File: config.mk
export PLATFORM = sky130hd
export DESIGN_NAME = motors_ctrl_executor_flat
export DESIGN_NICKNAME = d
export VERILOG_FILES = /design/src/rtl/motors_pkg.sv /design/src/rtl/servo_pkg.sv /design/src/rtl/motors_ctrl_if.sv /design/src/rtl/stepper_pulse_gen.sv /design/src/rtl/motors_ctrl_executor.sv /design/src/flat_wrapper.sv
export SDC_FILE = /design/constraint.sdc
export NUM_CORES = 1
export LEC_CHECK = 0
export ABC_AREA = 1
export CORE_MARGIN = 4
export CORE_UTILIZATION = 45
export DETAILED_ROUTE_END_ITERATION = 8
export SKIP_CTS_REPAIR_TIMING = 1
export SYNTH_ARGS = -nofsm -noshare
export SYNTH_HDL_FRONTEND = slang
export SYNTH_HIERARCHICAL = 1
export SYNTH_SLANG_ARGS = --single-unit
File: constraint.sdc
create_clock -name clk -period 2.9 [get_ports clk]
set_clock_uncertainty 0.1 [all_clocks]
set_input_delay 0.58 -clock clk [delete_from_list [all_inputs] [get_ports clk]]
set_output_delay 0.58 -clock clk [all_outputs]
set_load 0.05 [all_outputs]
File: src/rtl/motors_pkg.sv
// Shared definitions for the motor command executor: FSM states and timing defaults.
package Motors_PKG;

    // Clock cycles per step pulse (half high, half low).
    localparam int PULSE_PERIOD_CYCLES_DEFAULT = 4;
    // Cycles to wait after moving the pen servo before stepping starts.
    localparam int SERVO_SETTLE_CYCLES_DEFAULT = 10;

    // Executor FSM states.
    typedef enum logic [1:0] {
        ST_IDLE       = 2'd0,
        ST_SERVO_WAIT = 2'd1,
        ST_STEP       = 2'd2,
        ST_DONE       = 2'd3
    } motors_state_t;

    // Bits needed for a counter running 0..max_value-1 (at least one bit).
    function automatic int counter_width(input int max_value);
        return (max_value > 2) ? $clog2(max_value) : 1;
    endfunction

endpackage

File: src/rtl/servo_pkg.sv
// Servo position type shared by the pen-lift servo driver and its users.
package Servo_PKG;

    // Pen position as commanded to the servo.
    typedef enum logic {
        SERVO_POS_UP   = 1'b0,
        SERVO_POS_DOWN = 1'b1
    } servo_pos_t;

endpackage

File: src/rtl/motors_ctrl_if.sv
// Command interface between the motion planner (master) and the executor (slave).
interface MotorsCtrl_IF #(
    parameter int PULSE_NUM_X_BITS = 16,
    parameter int PULSE_NUM_Y_BITS = 16
);
    import Servo_PKG::*;

    logic signed [PULSE_NUM_X_BITS-1:0] pulse_num_x;
    logic signed [PULSE_NUM_Y_BITS-1:0] pulse_num_y;
    servo_pos_t                         servo_pos;
    logic                               trigger;
    logic                               done;
    logic                               rdy;

    modport master (
        output pulse_num_x, pulse_num_y, servo_pos, trigger,
        input  done, rdy
    );

    modport slave (
        input  pulse_num_x, pulse_num_y, servo_pos, trigger,
        output done, rdy
    );

endinterface

File: src/rtl/stepper_pulse_gen.sv
// One stepper axis: emits `count` pulses of PERIOD_CYCLES each after a start strobe.
// The first pulse is high in the cycle right after start; `last` flags the final
// cycle of the final period so the caller can move on without a dead cycle.
module stepper_pulse_gen
    import Motors_PKG::*;
#(
    parameter int COUNT_BITS    = 16,
    parameter int PERIOD_CYCLES = PULSE_PERIOD_CYCLES_DEFAULT
) (
    input  logic                  clk,
    input  logic                  reset_n,
    input  logic                  start,
    input  logic [COUNT_BITS-1:0] count,
    output logic                  busy,
    output logic                  step,
    output logic                  last
);

    localparam int PHASE_BITS = counter_width(PERIOD_CYCLES);
    localparam logic [PHASE_BITS-1:0] PHASE_HALF_END = PHASE_BITS'(PERIOD_CYCLES / 2 - 1);
    localparam logic [PHASE_BITS-1:0] PHASE_LAST     = PHASE_BITS'(PERIOD_CYCLES - 1);
    localparam logic [COUNT_BITS-1:0] COUNT_ONE      = COUNT_BITS'(1);

    logic                  busy_q, busy_d;
    logic                  step_q, step_d;
    logic [PHASE_BITS-1:0] phase_q, phase_d;
    logic [COUNT_BITS-1:0] remaining_q, remaining_d;

    // Next-state logic: load on start, otherwise walk the phase within each period.
    always_comb begin
        busy_d      = busy_q;
        step_d      = step_q;
        phase_d     = phase_q;
        remaining_d = remaining_q;
        if (start) begin
            phase_d     = '0;
            remaining_d = count;
            busy_d      = (count != '0);
            step_d      = (count != '0);
        end else if (busy_q) begin
            if (phase_q == PHASE_LAST) begin
                phase_d = '0;
                if (remaining_q == COUNT_ONE) begin
                    busy_d      = 1'b0;
                    step_d      = 1'b0;
                    remaining_d = '0;
                end else begin
                    remaining_d = remaining_q - COUNT_ONE;
                    step_d      = 1'b1;
                end
            end else begin
                phase_d = phase_q + PHASE_BITS'(1);
                if (phase_q == PHASE_HALF_END) begin
                    step_d = 1'b0;
                end
            end
        end
    end

    // State registers; reset drops any pulse in flight immediately.
    always_ff @(posedge clk or negedge reset_n) begin
        if (!reset_n) begin
            busy_q      <= 1'b0;
            step_q      <= 1'b0;
            phase_q     <= '0;
            remaining_q <= '0;
        end else begin
            busy_q      <= busy_d;
            step_q      <= step_d;
            phase_q     <= phase_d;
            remaining_q <= remaining_d;
        end
    end

    assign busy = busy_q;
    assign step = step_q;
    assign last = busy_q && (phase_q == PHASE_LAST) && (remaining_q == COUNT_ONE);

endmodule

File: src/rtl/motors_ctrl_executor.sv
// Executes one plotter command: optional pen servo move with settle time, then
// concurrent X/Y step pulse trains, then a one-cycle done pulse.
`ifndef STEPPER_PULSE_NUM_X_BITS
`define STEPPER_PULSE_NUM_X_BITS 16
`endif
`ifndef STEPPER_PULSE_NUM_Y_BITS
`define STEPPER_PULSE_NUM_Y_BITS 16
`endif

module motors_ctrl_executor
    import Motors_PKG::*;
    import Servo_PKG::*;
#(
    parameter int PULSE_NUM_X_BITS    = `STEPPER_PULSE_NUM_X_BITS,
    parameter int PULSE_NUM_Y_BITS    = `STEPPER_PULSE_NUM_Y_BITS,
    parameter int PULSE_PERIOD_CYCLES = PULSE_PERIOD_CYCLES_DEFAULT,
    parameter int SERVO_SETTLE_CYCLES = SERVO_SETTLE_CYCLES_DEFAULT
) (
    input  logic         clk,
    input  logic         reset_n,
    MotorsCtrl_IF.slave  motors_intf_in,
    output logic         step_x,
    output logic         dir_x,
    output logic         step_y,
    output logic         dir_y,
    output servo_pos_t   servo_out,
    output logic         rdy,
    output logic         done
);

    localparam int WAIT_BITS = counter_width(SERVO_SETTLE_CYCLES);
    localparam logic [WAIT_BITS-1:0] WAIT_LAST = WAIT_BITS'(SERVO_SETTLE_CYCLES - 1);

    // Raw command fields; the sign bit gives direction, magnitude feeds the axes.
    logic [PULSE_NUM_X_BITS-1:0] raw_x;
    logic [PULSE_NUM_Y_BITS-1:0] raw_y;
    logic [PULSE_NUM_X_BITS-1:0] mag_x_in;
    logic [PULSE_NUM_Y_BITS-1:0] mag_y_in;
    servo_pos_t                  servo_pos_in;
    logic                        trigger_in;

    assign raw_x        = motors_intf_in.pulse_num_x;
    assign raw_y        = motors_intf_in.pulse_num_y;
    assign servo_pos_in = motors_intf_in.servo_pos;
    assign trigger_in   = motors_intf_in.trigger;

    // Unsigned negation keeps the most-negative value as 2^(BITS-1).
    assign mag_x_in = raw_x[PULSE_NUM_X_BITS-1] ? ((~raw_x) + PULSE_NUM_X_BITS'(1)) : raw_x;
    assign mag_y_in = raw_y[PULSE_NUM_Y_BITS-1] ? ((~raw_y) + PULSE_NUM_Y_BITS'(1)) : raw_y;

    motors_state_t               state_q, state_d;
    logic [WAIT_BITS-1:0]        wait_cnt_q, wait_cnt_d;
    servo_pos_t                  servo_q, servo_d;
    logic                        dir_x_q, dir_x_d;
    logic                        dir_y_q, dir_y_d;
    logic [PULSE_NUM_X_BITS-1:0] mag_x_q, mag_x_d;
    logic [PULSE_NUM_Y_BITS-1:0] mag_y_q, mag_y_d;

    logic                        start_steps;
    logic [PULSE_NUM_X_BITS-1:0] count_x;
    logic [PULSE_NUM_Y_BITS-1:0] count_y;
    logic                        busy_x, last_x, step_x_gen;
    logic                        busy_y, last_y, step_y_gen;
    logic                        axes_finishing;

    // Starting straight from IDLE uses the live magnitude; after a settle wait
    // the latched copy is used so later input changes cannot leak in.
    assign count_x = (state_q == ST_IDLE) ? mag_x_in : mag_x_q;
    assign count_y = (state_q == ST_IDLE) ? mag_y_in : mag_y_q;

    // An axis is finishing when idle or in the final cycle of its last pulse.
    assign axes_finishing = (!busy_x || last_x) && (!busy_y || last_y);

    // FSM next-state: accept in IDLE only, settle after servo moves, step, report.
    always_comb begin
        state_d     = state_q;
        wait_cnt_d  = wait_cnt_q;
        servo_d     = servo_q;
        dir_x_d     = dir_x_q;
        dir_y_d     = dir_y_q;
        mag_x_d     = mag_x_q;
        mag_y_d     = mag_y_q;
        start_steps = 1'b0;
        case (state_q)
            ST_IDLE: begin
                if (trigger_in) begin
                    dir_x_d    = ~raw_x[PULSE_NUM_X_BITS-1];
                    dir_y_d    = ~raw_y[PULSE_NUM_Y_BITS-1];
                    mag_x_d    = mag_x_in;
                    mag_y_d    = mag_y_in;
                    servo_d    = servo_pos_in;
                    wait_cnt_d = '0;
                    if (servo_pos_in != servo_q) begin
                        state_d = ST_SERVO_WAIT;
                    end else begin
                        state_d     = ST_STEP;
                        start_steps = 1'b1;
                    end
                end
            end
            ST_SERVO_WAIT: begin
                if (wait_cnt_q == WAIT_LAST) begin
                    state_d     = ST_STEP;
                    start_steps = 1'b1;
                end else begin
                    wait_cnt_d = wait_cnt_q + WAIT_BITS'(1);
                end
            end
            ST_STEP: begin
                if (axes_finishing) begin
                    state_d = ST_DONE;
                end
            end
            ST_DONE: begin
                state_d = ST_IDLE;
            end
            default: begin
                state_d = ST_IDLE;
            end
        endcase
    end

    // Command and FSM registers with asynchronous abort.
    always_ff @(posedge clk or negedge reset_n) begin
        if (!reset_n) begin
            state_q    <= ST_IDLE;
            wait_cnt_q <= '0;
            servo_q    <= SERVO_POS_UP;
            dir_x_q    <= 1'b0;
            dir_y_q    <= 1'b0;
            mag_x_q    <= '0;
            mag_y_q    <= '0;
        end else begin
            state_q    <= state_d;
            wait_cnt_q <= wait_cnt_d;
            servo_q    <= servo_d;
            dir_x_q    <= dir_x_d;
            dir_y_q    <= dir_y_d;
            mag_x_q    <= mag_x_d;
            mag_y_q    <= mag_y_d;
        end
    end

    stepper_pulse_gen #(
        .COUNT_BITS    (PULSE_NUM_X_BITS),
        .PERIOD_CYCLES (PULSE_PERIOD_CYCLES)
    ) u_gen_x (
        .clk     (clk),
        .reset_n (reset_n),
        .start   (start_steps),
        .count   (count_x),
        .busy    (busy_x),
        .step    (step_x_gen),
        .last    (last_x)
    );

    stepper_pulse_gen #(
        .COUNT_BITS    (PULSE_NUM_Y_BITS),
        .PERIOD_CYCLES (PULSE_PERIOD_CYCLES)
    ) u_gen_y (
        .clk     (clk),
        .reset_n (reset_n),
        .start   (start_steps),
        .count   (count_y),
        .busy    (busy_y),
        .step    (step_y_gen),
        .last    (last_y)
    );

    assign step_x    = step_x_gen;
    assign step_y    = step_y_gen;
    assign dir_x     = dir_x_q;
    assign dir_y     = dir_y_q;
    assign servo_out = servo_q;
    assign rdy       = (state_q == ST_IDLE);
    assign done      = (state_q == ST_DONE);

    assign motors_intf_in.rdy  = rdy;
    assign motors_intf_in.done = done;

endmodule
File: src/flat_wrapper.sv
// flat-port wrapper written by rule: the top's interface ports become plain ports
module motors_ctrl_executor_flat import Motors_PKG::*; import Servo_PKG::*;
#(
    parameter int PULSE_NUM_X_BITS    = `STEPPER_PULSE_NUM_X_BITS,
    parameter int PULSE_NUM_Y_BITS    = `STEPPER_PULSE_NUM_Y_BITS,
    parameter int PULSE_PERIOD_CYCLES = PULSE_PERIOD_CYCLES_DEFAULT,
    parameter int SERVO_SETTLE_CYCLES = SERVO_SETTLE_CYCLES_DEFAULT
)
  (clk, reset_n, step_x, dir_x, step_y, dir_y, servo_out, rdy, done, motors_intf_in_pulse_num_x, motors_intf_in_pulse_num_y, motors_intf_in_servo_pos, motors_intf_in_trigger, motors_intf_in_done, motors_intf_in_rdy);
  MotorsCtrl_IF #(.PULSE_NUM_X_BITS(PULSE_NUM_X_BITS), .PULSE_NUM_Y_BITS(PULSE_NUM_Y_BITS)) motors_intf_in_i ();
  input  logic clk;
  input  logic reset_n;
  output logic step_x;
  output logic dir_x;
  output logic step_y;
  output logic dir_y;
  output servo_pos_t servo_out;
  output logic rdy;
  output logic done;
  input wire logic [$bits(motors_intf_in_i.pulse_num_x)-1:0] motors_intf_in_pulse_num_x;
  input wire logic [$bits(motors_intf_in_i.pulse_num_y)-1:0] motors_intf_in_pulse_num_y;
  input wire logic [$bits(motors_intf_in_i.servo_pos)-1:0] motors_intf_in_servo_pos;
  input wire logic [$bits(motors_intf_in_i.trigger)-1:0] motors_intf_in_trigger;
  output wire logic [$bits(motors_intf_in_i.done)-1:0] motors_intf_in_done;
  output wire logic [$bits(motors_intf_in_i.rdy)-1:0] motors_intf_in_rdy;
  assign motors_intf_in_i.pulse_num_x = motors_intf_in_pulse_num_x;
  assign motors_intf_in_i.pulse_num_y = motors_intf_in_pulse_num_y;
  assign motors_intf_in_i.servo_pos = motors_intf_in_servo_pos;
  assign motors_intf_in_i.trigger = motors_intf_in_trigger;
  assign motors_intf_in_done = motors_intf_in_i.done;
  assign motors_intf_in_rdy = motors_intf_in_i.rdy;
  motors_ctrl_executor #(.PULSE_NUM_X_BITS(PULSE_NUM_X_BITS), .PULSE_NUM_Y_BITS(PULSE_NUM_Y_BITS), .PULSE_PERIOD_CYCLES(PULSE_PERIOD_CYCLES), .SERVO_SETTLE_CYCLES(SERVO_SETTLE_CYCLES)) u_core (.clk(clk), .reset_n(reset_n), .motors_intf_in(motors_intf_in_i), .step_x(step_x), .dir_x(dir_x), .step_y(step_y), .dir_y(dir_y), .servo_out(servo_out), .rdy(rdy), .done(done));
endmodule
==> summary.txt, run 1 <==
Floorplanning
  • Core area: 12,800 um2
  • Row count: 41
  • Die height: 123 um
  • Starting density of the core: 0.467
  • Full die area: 15,200 um2
  • Die X: 123 um
  • # IOs: 45

Clock network
  • Clock buffer depth: 2
  • Clock Latency Late Sink: 0.34 ns
  • # clock sinks: 81
  • Htree depth: 3
  • CTS tree: done
  • Total CTS buffers: 9
  • Root Buffer: clkbuf_16
  • CTS clock-pin slew for the worst setup and hold paths: 0.06 ns

Yosys
  • Synth Flop Type: dfrtp_1
  • Syn nets: 956
  • Sequential area share after synthesis: 0.338
  • Synthesized flop and latch total: 81
  • Yosys warnings: 6
  • EDFF count, synth: 0
  • Synthesized area: 5990 um2
  • Syn avg cell area: 6.63 um2
  • Post-synth cell types: 34
  • Cells after synthesis: 904
  • Synth async-reset ratio: 1.00

STA
  • Final min period: 2.43 ns
  • Relative max-transition margin: 0.659
  • Fin Setup TNS: 0 ns
  • Final hold violation count: 0
  • Final period util: 0.837
  • Actual slew at the worst max-slew pin: 0.511 ns
  • Hold WS: 0.110 ns
  • Final setup viols: 0
  • RSZ-0062 raised after global routing: false
  • Final setup margin: 0.474 ns
  • Peak Freq: 0.412 GHz
  • Final slew viol count: 0

Setup path
  • Setup CP Type: in2reg
  • Crit end category: register
  • Worst path arrival time: 2.54 ns
  • CP Launch Type: input port
  • Critical Path RT: 3.01 ns
  • Crit Path Max Fanout: 9

Place
  • IO Port Bufs: 44
  • Pre-CTS WS: 0.143 ns
  • Inst Count DP: 1,111
  • Routability cong.: 0.932
  • HPWL after DPL: 11.4 mm

Routing
  • Vias per cell: 5.08
  • Drc violations: 0
  • Iter 0 DRT Violations: 478
  • Vias: 5,721
  • First-pass iteration count of the detailed router: 5
  • Per-cell routed wire length: 13.2 um
  • Final ANT Viol Nets: 0
  • Total Wirelength: 14.9 mm

Run status
  • Status: finished, final reports clean

Global route
  • First-pass GRT wire length: 25.5 mm
  • Vias in the first global route: 5,277
  • Largest net degree at the start of global routing: 41
  • Antenna violations before repair: 0
  • Tot GR Track Use: 0.209
  • GR Overflow Total: 0

Power
  • Sw frac: 0.228
  • P_sw: 581 uW
  • Internal power: 1970 uW
  • Seq pwr share: 0.443
  • Logic pwr share: 0.081
  • PwrDens: 364 nW/um2
  • Clock share of power: 0.476
  • Pleak: 0.00351 uW
  • Max VDD drop: 345 uV

Flow run
  • Max cap viols: 0

Finish
  • Layout cells sized above 1: 0.108
  • ANT cells: 0
  • Most frequent cells in the layout: nand2_1 (302), inv_1 (110), nor2_1 (108)
  • Nets@finish: 1,002
  • P&R area growth vs syn: 16.7%
  • Commonest non-fill, non-tap cell in the layout: nand2_1
  • Post-route insts no fill: 1,126

Min path
  • HP Class: in2async
synth_stat cells (3+ instances only):
cell	instances	area (um2)
xnor2_1	10	87.6
nor4_1	6	37.5
nor2_1	108	405
buf_2	9	45.0
a21oi_2	15	131
nand3b_1	5	37.5
nand3_1	47	235
xor2_1	15	131
nand2_2	10	62.6
nand3_2	12	120
buf_6	3	33.8
ha_1	16	200
clkbuf_1	10	37.5
nand4_1	11	68.8
o21ai_2	3	26.3
o21ai_0	76	380
dfrtp_1	81	2030
nand2_1	302	1130
nor2_2	10	62.6
buf_4	9	67.6
nor2_4	4	45.0
a21oi_1	13	65.1
inv_1	110	413
per-layer routing:
metal / vias to the layer above / part of all wire / GRT usage
met4: 0 / 0.013 / 0.0581
li1: 2917 / - / -
met1: 2656 / 0.51 / 0.311
met3: 17 / 0.045 / 0.0284
met5: - / 0 / 0
met2: 131 / 0.44 / 0.317
cells by family (layout without fill, tap and decap cells):
| kind of cell | count (synthesis) | after routing | share of synthesized area |
|---|---|---|---|
| muxes | 1 | 1 | 0.00167 |
| DFF | 81 | 81 | 0.338 |
| AOI/OAI and AO/OA | 119 | 119 | 0.117 |
| and+or+nand+nor | 517 | 517 | 0.371 |
| xor gates and xnor gates | 25 | 25 | 0.0365 |
| adders and majority gates | 16 | 16 | 0.0334 |
| buffers and inverters | 145 | 195 | 0.103 |
flip-flops by register name, indices dropped and copies added (netlist names):
name / count
u_core/u_gen_x/step: 1
u_core/servo_out: 1
u_core/wait_cnt_q: 4
u_core/dir_y: 1
u_core/state_q: 2
u_core/u_gen_y/phase_q: 2
u_core/mag_y_q: 16
u_core/u_gen_y/busy: 1
u_core/u_gen_y/step: 1
u_core/u_gen_x/remaining_q: 16
u_core/u_gen_y/remaining_q: 16
u_core/dir_x: 1
u_core/u_gen_x/phase_q: 2
u_core/u_gen_x/busy: 1
u_core/mag_x_q: 16
critical path, cell delays in order:
cell	delay, ns
clkdlybuf4s50_1	0.39
inv_1	0.15
ha_1	0.23
nand3_1	0.10
nand2_2	0.16
nand3_1	0.10
nand2_1	0.08
nand2_1	0.06
nand2_1	0.06
nand2_1	0.08
inv_1	0.08
nand4_1	0.09
nor2_1	0.12
nand3_1	0.08
nand2_1	0.08
o21ai_0	0.08
final cells by class:
cell class	instances	area (um2)
multi-input combinational	678	3360
inverter	112	420
timing repair buffer	68	663
clock inverter	2	35.0
fill	1319	5830
sequential	81	2030
tap	172	215
clock buffer	13	280
power groups by stage:
stage | combinational [uW] | clock (uW) | sequential [uW]
after global placement | 202 | 0 | 1150
after CTS | 206 | 1240 | 1130
after detailed placement | 205 | 0 | 1150
after global routing | 233 | 1280 | 1130
final | 205 | 1210 | 1130
after floorplan | 92.6 | 0 | 1150
metrics by stage:
stage	util	power, uW	instance area (um2)
after floorplan	-	1240	5990
after global placement	0.521	1350	6680
after detailed placement	0.521	1360	6680
after CTS	0.546	2580	7000
after global routing	0.546	2640	7000
final	0.546	2550	7000
worst paths after layout:
path / startpoint / endpoint / slack (ns) / cells past startpoint
hold / removal: reset_n / u_core/u_gen_x/step / 0.11 / 1
max in group asynchronous: reset_n / u_core/u_gen_y/remaining_q[0] / 1.94 / 2
setup / recovery: motors_intf_in_pulse_num_y[0] / u_core/u_gen_y/step / 0.47 / 16
hold reg to reg: u_core/mag_y_q[11] / u_core/mag_y_q[11] / 0.38 / 2
setup reg to reg: u_core/state_q[0] / u_core/u_gen_x/remaining_q[7] / 0.50 / 10
min in group clk: u_core/mag_y_q[11] / u_core/mag_y_q[11] / 0.38 / 2
(Power assumes the default switching activity.)
==> run 2, diff against run 1 <==
--- a/config.mk
+++ b/config.mk
@@ -9,6 +9,7 @@
 export CORE_MARGIN = 4
 export CORE_UTILIZATION = 45
 export DETAILED_ROUTE_END_ITERATION = 8
+export PLACE_DENSITY = 0.66
 export SKIP_CTS_REPAIR_TIMING = 1
 export SYNTH_ARGS = -nofsm -noshare
 export SYNTH_HDL_FRONTEND = slang
==> constraint.sdc (replaced) <==
create_clock -name clk -period 2.1 [get_ports clk]
set_clock_uncertainty 0.1 [all_clocks]
set_input_delay 0.42 -clock clk [delete_from_list [all_inputs] [get_ports clk]]
set_output_delay 0.42 -clock clk [all_outputs]
set_load 0.05 [all_outputs]
==> run 2 against run 1 <==
  * Cell area grew 14%
  * Clock-buffer cell count down 1
  * Register-to-register slack lost 0.35 ns
  * Die area stayed put
  * Critical path type is now reg2out
  * Highest routed layer unchanged
==> summary.txt, run 2 (synthesis results as in run 1) <==
Setup path
  • Critical Path RT: 1.58 ns (-1.43 ns)
  • CP Depth: 1 (-15)
  • CP Launch Type: register
  • WP buf/inv: 1 (-2)
  • R2R Setup Slk: 0.15 ns (-0.35 ns)
  • Start of the worst register-to-register path: u_core/state_q[0]
  • Crit-path cells: clkdlybuf4s50_1
  • RR Endpoint: u_core/u_gen_y/busy
  • Worst-case reg-to-reg path depth: 11 (+1)
  • Crit path max-delay family: buffers and inverters
  • Setup CP Type: reg2out
  • Worst path arrival time: 1.50 ns (-1.04 ns)
  • Slowest cell delay on critical path: 0.82 ns (+0.43 ns)
  • Crit Path Max Fanout: 2 (-7)
  • Crit end category: primary output
  • Slowest-stage cell, CP: clkdlybuf4s50_1

Clock network
  • Clock Latency Late Sink: 0.35 ns (about the same)
  • CTS clock-pin slew for the worst setup and hold paths: 0.06 ns (about the same)
  • CTS tree: done
  • Htree depth: 3 (unchanged)
  • Root Buffer: clkbuf_16
  • Clock buffer depth: 2 (unchanged)
  • # clock sinks: 81 (unchanged)
  • Total CTS buffers: 9 (unchanged)

Floorplanning
  • Core area: 12,800 um2 (unchanged)
  • # IOs: 45 (unchanged)
  • Die height: 123 um (unchanged)
  • Die X: 123 um (unchanged)
  • Full die area: 15,200 um2 (unchanged)
  • Row count: 41 (unchanged)
  • Starting density of the core: 0.467 (unchanged)

STA
  • Final setup viols: 0 (unchanged)
  • Final slew viol count: 0 (unchanged)
  • Final period util: 0.963
  • Final hold violation count: 0 (unchanged)
  • Final setup margin: 0.0769 ns (-0.397 ns)
  • Peak Freq: 0.494 GHz
  • Actual slew at the worst max-slew pin: 0.522 ns (+0.0106 ns)
  • Fin Setup TNS: 0 ns (unchanged)
  • Relative max-transition margin: 0.651 (-0.00816)
  • Final min period: 2.02 ns

Min path
  • HP Start: motors_intf_in_pulse_num_x[13]
  • HP Class: in2reg
  • Endpoint, Worst Hold: u_core/mag_x_q[15]
  • Worst Hold Path Cells: 4

Place
  • IO Port Bufs: 44 (unchanged)
  • Pre-CTS WS: -0.436 ns (-0.578 ns)
  • Routability cong.: 0.903 (-3.0%)
  • HPWL after DPL: 11.6 mm (+2.3%)

Power
  • Max VDD drop: 289 uV (-16%)
  • PwrDens: 449 nW/um2 (+23%)
  • Pleak: 0.00420 uW (+20%)

Global route
  • Largest net degree at the start of global routing: 41 (unchanged)
  • Tot GR Track Use: 0.215 (+0.00543)
  • GR Overflow Total: 0 (unchanged)
  • Antenna violations before repair: 0 (unchanged)
  • Vias in the first global route: 5,618 (+6.5%)
  • First-pass GRT wire length: 26.4 mm (+3.5%)

Flow run
  • Max cap viols: 0 (unchanged)

Finish
  • Nets@finish: 1,094 (+9.2%)
  • Commonest non-fill, non-tap cell in the layout: nand2_1
  • Layout cells sized above 1: 0.228 (+0.120)
  • Layout fillers: 1,200 (-9.0%)
  • ANT cells: 0 (unchanged)
  • Most frequent cells in the layout: nand2_1 (290), buf_4 (109), inv_1 (98)
  • P&R area growth vs syn: 32.9%
  • Final core occ: 0.621 (+0.0757)

Routing
  • Vias: 5,911 (+3.3%)
  • Final ANT Viol Nets: 0 (unchanged)
  • First-pass iteration count of the detailed router: 5 (unchanged)
  • Total Wirelength: 15.3 mm (+2.9%)
  • Iter 0 DRT Violations: 376 (-21%)
  • Drc violations: 0 (unchanged)
  • Vias per cell: 4.85 (-4.5%)
  • Per-cell routed wire length: 12.6 um (-4.9%)

Run status
  • Status: finished, final reports clean
-- run 2: how the worst max path moves through the flow --
stage,from,to,slack [ns]
2_1_floorplan,u_core/state_q[1],u_core/u_gen_x/remaining_q[1],-0.03
3_3_place_gp,motors_intf_in_pulse_num_y[1],u_core/u_gen_y/step,-0.42
3_5_place_dp,motors_intf_in_pulse_num_x[0],u_core/u_gen_x/step,-0.44
4_1_cts,motors_intf_in_pulse_num_x[0],u_core/u_gen_x/busy,-0.08
5_1_grt,u_core/state_q[0],u_core/u_gen_y/remaining_q[11],-0.001
6_report,u_core/u_gen_x/step,step_x,0.08
-- run 2: power breakdown --
part	internal [uW]	switching, uW	total (uW)
registers	1560	0	1560
logic	192	204	396
clock network	976	644	1620
-- run 2: layer usage --
layer	track usage	up-vias	part of all wire
met5	0	-	0
met4	0.0789	0	0.022
met3	0.0270	26	0.035
met2	0.322	113	0.44
met1	0.316	2665	0.50
li1	-	3107	-
-- run 2: through the flow --
| stage | instance area [um2] | hold slack, ns | std cells | power, uW |
|---|---|---|---|---|
| floorplan | 6060 | 0.0244 | 904 | 1720 |
| CTS | 7680 | -0.0492 | 1212 | 3580 |
| detailed placement | 7380 | 0.322 | 1197 | 1950 |
| global route | 7970 | 0.407 | 1218 | 3700 |
| global placement | 7380 | 0.325 | 1197 | 1950 |
| finish | 7970 | 0.381 | 1218 | 3580 |
-- run 2: layout make-up --
| type | count | area [um2] | area share |
|---|---|---|---|
| multi-input cells | 680 | 3570 | 0.448 |
| flip-flops and latches | 81 | 2030 | 0.254 |
| repair buffers | 158 | 1440 | 0.181 |
| inverters | 112 | 420 | 0.0528 |
| clock buffers | 12 | 256 | 0.0322 |
| well taps | 172 | 215 | 0.0270 |
| clock inverters | 3 | 40.0 | 0.00503 |
==> run 3, diff against run 2 <==
--- a/config.mk
+++ b/config.mk
@@ -6,7 +6,7 @@
 export NUM_CORES = 1
 export LEC_CHECK = 0
 export ABC_AREA = 1
-export CORE_MARGIN = 4
+export CORE_MARGIN = 2
 export CORE_UTILIZATION = 45
 export DETAILED_ROUTE_END_ITERATION = 8
 export PLACE_DENSITY = 0.66
==> run 3 against run 2 <==
  * Non-clock buffer count decreased by 1
  * Worst setup slack got worse by 0.057 ns
  * Clock power decreased by 11%
  * Combinational power decreased by 1%
  * Hold slack got worse by 0.022 ns
  * Clock-buffer cell count decreased by 1
  * First-iteration DRC count decreased by 10%
  * Critical endpoint is now step_y
  * Largest cell class unchanged
==> summary.txt, run 3 (synthesis results as in run 1) <==
Finish
  • Most frequent cells in the layout: nand2_1 (292), buf_4 (110), nor2_1 (100)
  • Finished Cell Area: 7930 um2 (-0.44%)
  • Nets@finish: 1,094 (unchanged)
  • Final core occ: 0.604 (-0.0175)
  • Commonest non-fill, non-tap cell in the layout: nand2_1
  • Layout cells sized above 1: 0.229 (+0.00191)
  • Layout fillers: 1,223 (+1.9%)
  • ANT cells: 0 (unchanged)
  • P&R area growth vs syn: 32.4%
  • Post-route insts no fill: 1,222 (+0.33%)

Setup path
  • Start of the worst register-to-register path: u_core/state_q[1]
  • Worst path arrival time: 1.56 ns (+0.06 ns)
  • Worst-case reg-to-reg path depth: 10 (-1)
  • Setup CP Type: reg2out
  • Slowest cell delay on critical path: 0.82 ns (about the same)
  • WP buf/inv: 1 (unchanged)
  • Crit-path cells: clkdlybuf4s50_1
  • Critical Path RT: 1.58 ns (about the same)
  • Slowest-stage cell, CP: clkdlybuf4s50_1
  • Crit path max-delay family: buffers and inverters
  • CP Launch Type: register
  • Crit end category: primary output
  • Crit Path Max Fanout: 2 (unchanged)
  • RR Endpoint: u_core/u_gen_x/remaining_q[10]
  • R2R Setup Slk: 0.13 ns (-0.02 ns)

Floorplanning
  • Core area: 13,100 um2 (+2.4%)
  • Die X: 119 um (-3.2%)
  • Row count: 42 (+2.4%)
  • Die height: 119 um (-3.2%)
  • Full die area: 14,300 um2 (-6.4%)
  • Starting density of the core: 0.456 (-0.0111)
  • # IOs: 45 (unchanged)

Power
  • Total power: 3390 uW (-5.2%)
  • P_sw: 823 uW (-2.9%)
  • Logic pwr share: 0.115 (+0.004)
  • Sw frac: 0.243 (+0.00588)
  • Clock share of power: 0.424 (-0.029)
  • Internal power: 2570 uW (-6.0%)
  • PwrDens: 427 nW/um2 (-4.8%)
  • Pleak: 0.00420 uW (-0.14%)
  • Max VDD drop: 362 uV (+25%)
  • Seq pwr share: 0.460 (+0.024)

STA
  • Relative max-transition margin: 0.660 (+0.00929)
  • Final min period: 2.08 ns (+0.0567 ns)
  • Final hold violation count: 0 (unchanged)
  • Actual slew at the worst max-slew pin: 0.509 ns (-0.0131 ns)
  • Peak Freq: 0.481 GHz (-2.7%)
  • Final period util: 0.990 (+0.0270)
  • RSZ-0062 raised after global routing: false
  • Final slew viol count: 0 (unchanged)
  • Hold WS: 0.359 ns (-0.0216 ns)
  • Final setup viols: 0 (unchanged)

Flow run
  • Max cap viols: 0 (unchanged)

Clock network
  • Clock buffer depth: 2 (unchanged)
  • # clock sinks: 81 (unchanged)
  • Root Buffer: clkbuf_16
  • CTS tree: done
  • Clock Latency Late Sink: 0.34 ns (about the same)
  • Htree depth: 3 (unchanged)
  • CTS clock-pin slew for the worst setup and hold paths: 0.06 ns (about the same)
  • Total CTS buffers: 9 (unchanged)

Global route
  • Largest net degree at the start of global routing: 41 (unchanged)
  • First-pass GRT wire length: 25.2 mm (-4.4%)
  • Vias in the first global route: 5,333 (-5.1%)
  • Antenna violations before repair: 0 (unchanged)
  • GR Overflow Total: 0 (unchanged)
  • Tot GR Track Use: 0.219 (+0.00429)

Place
  • Inst Count DP: 1,196 (-0.084%)
  • Routability cong.: 0.904 (about the same)
  • Placed inst area: 7350 um2 (-0.44%)
  • IO Port Bufs: 44 (unchanged)
  • HPWL after DPL: 11.3 mm (-2.9%)

Routing
  • Total Wirelength: 15.5 mm (+1.2%)
  • Drc violations: 0 (unchanged)
  • Final ANT Viol Nets: 0 (unchanged)
  • Vias per cell: 4.85 (about the same)
  • Per-cell routed wire length: 12.7 um (+0.91%)
  • Vias: 5,929 (+0.30%)
  • Iter 0 DRT Violations: 338 (-10%)
  • First-pass iteration count of the detailed router: 5 (unchanged)

Min path
  • HP Start: motors_intf_in_pulse_num_y[0]
  • Endpoint, Worst Hold: u_core/mag_y_q[0]
  • Worst Hold Path Cells: 3 (-1)
  • HP Class: in2reg

Run status
  • Status: finished, final reports clean
-- run 3: cell types whose count changed in the layout (fill, tap and decap cells not counted), sizes merged --
cell,delta
buf,-1
bufinv,-1
clkbuf,-1
clkdlybuf4s50,-2
clkinv,+2
dlymetal6s2s,+2
nand2,+1
-- run 3: worst max path at each step --
| stage | startpoint | endpoint | slack, ns | depth (start not counted) |
|---|---|---|---|---|
| finish | u_core/u_gen_y/step | step_y | 0.02 | 1 |
| global route | u_core/u_gen_y/step | step_y | 0.005 | 1 |
| CTS | motors_intf_in_pulse_num_x[1] | u_core/u_gen_x/busy | -0.14 | 11 |
| detailed placement | motors_intf_in_pulse_num_x[1] | u_core/u_gen_x/busy | -0.50 | 11 |
| global placement | motors_intf_in_pulse_num_y[0] | u_core/u_gen_y/step | -0.42 | 16 |
| floorplan | u_core/state_q[1] | u_core/u_gen_x/remaining_q[1] | -0.03 | 13 |
-- run 3: worst register-to-register path, cell delays in order, from the launching register on --
cell	delay, ns
dfrtp_1	0.41
inv_2	0.10
ha_4	0.18
nand2_1	0.11
o21ai_4	0.26
buf_4	0.16
buf_4	0.11
a21oi_4	0.03
buf_4	0.19
a21oi_1	0.16
nor2_1	0.05
-- run 3: power by group through the flow --
stage / registers (uW) / logic, uW / clock network, uW
6_report: 1560 / 391 / 1440
5_1_grt: 1560 / 432 / 1530
4_1_cts: 1560 / 360 / 1480
3_5_place_dp: 1590 / 357 / 0
3_3_place_gp: 1590 / 358 / 0
2_1_floorplan: 1590 / 128 / 0
-- run 3: final cells by class --
cell class / instances / area [um2] / area share
repair buffers: 157 / 1430 / 0.181
well taps: 176 / 220 / 0.0278
inverters: 112 / 425 / 0.0536
clock inverters: 4 / 20.0 / 0.00252
multi-input cells: 681 / 3560 / 0.449
clock buffers: 11 / 243 / 0.0306
flip-flops and latches: 81 / 2030 / 0.256
-- run 3: stage by stage --
step           setup WS [ns]  setup TNS [ns]
6_report              0.0201               0
5_1_grt              0.00470               0
4_1_cts               -0.145          -0.556
3_5_place_dp          -0.495          -11.62
3_3_place_gp          -0.423          -11.05
2_1_floorplan        -0.0265          -0.480
-- run 3: per-layer routing --
layer  part of all wire  up-vias  GRT usage
li1                   -     3110          -
met1               0.50     2684      0.332
met2               0.44      119      0.317
met3              0.035       16     0.0278
met4              0.016        0     0.0801
met5                  0        -          0
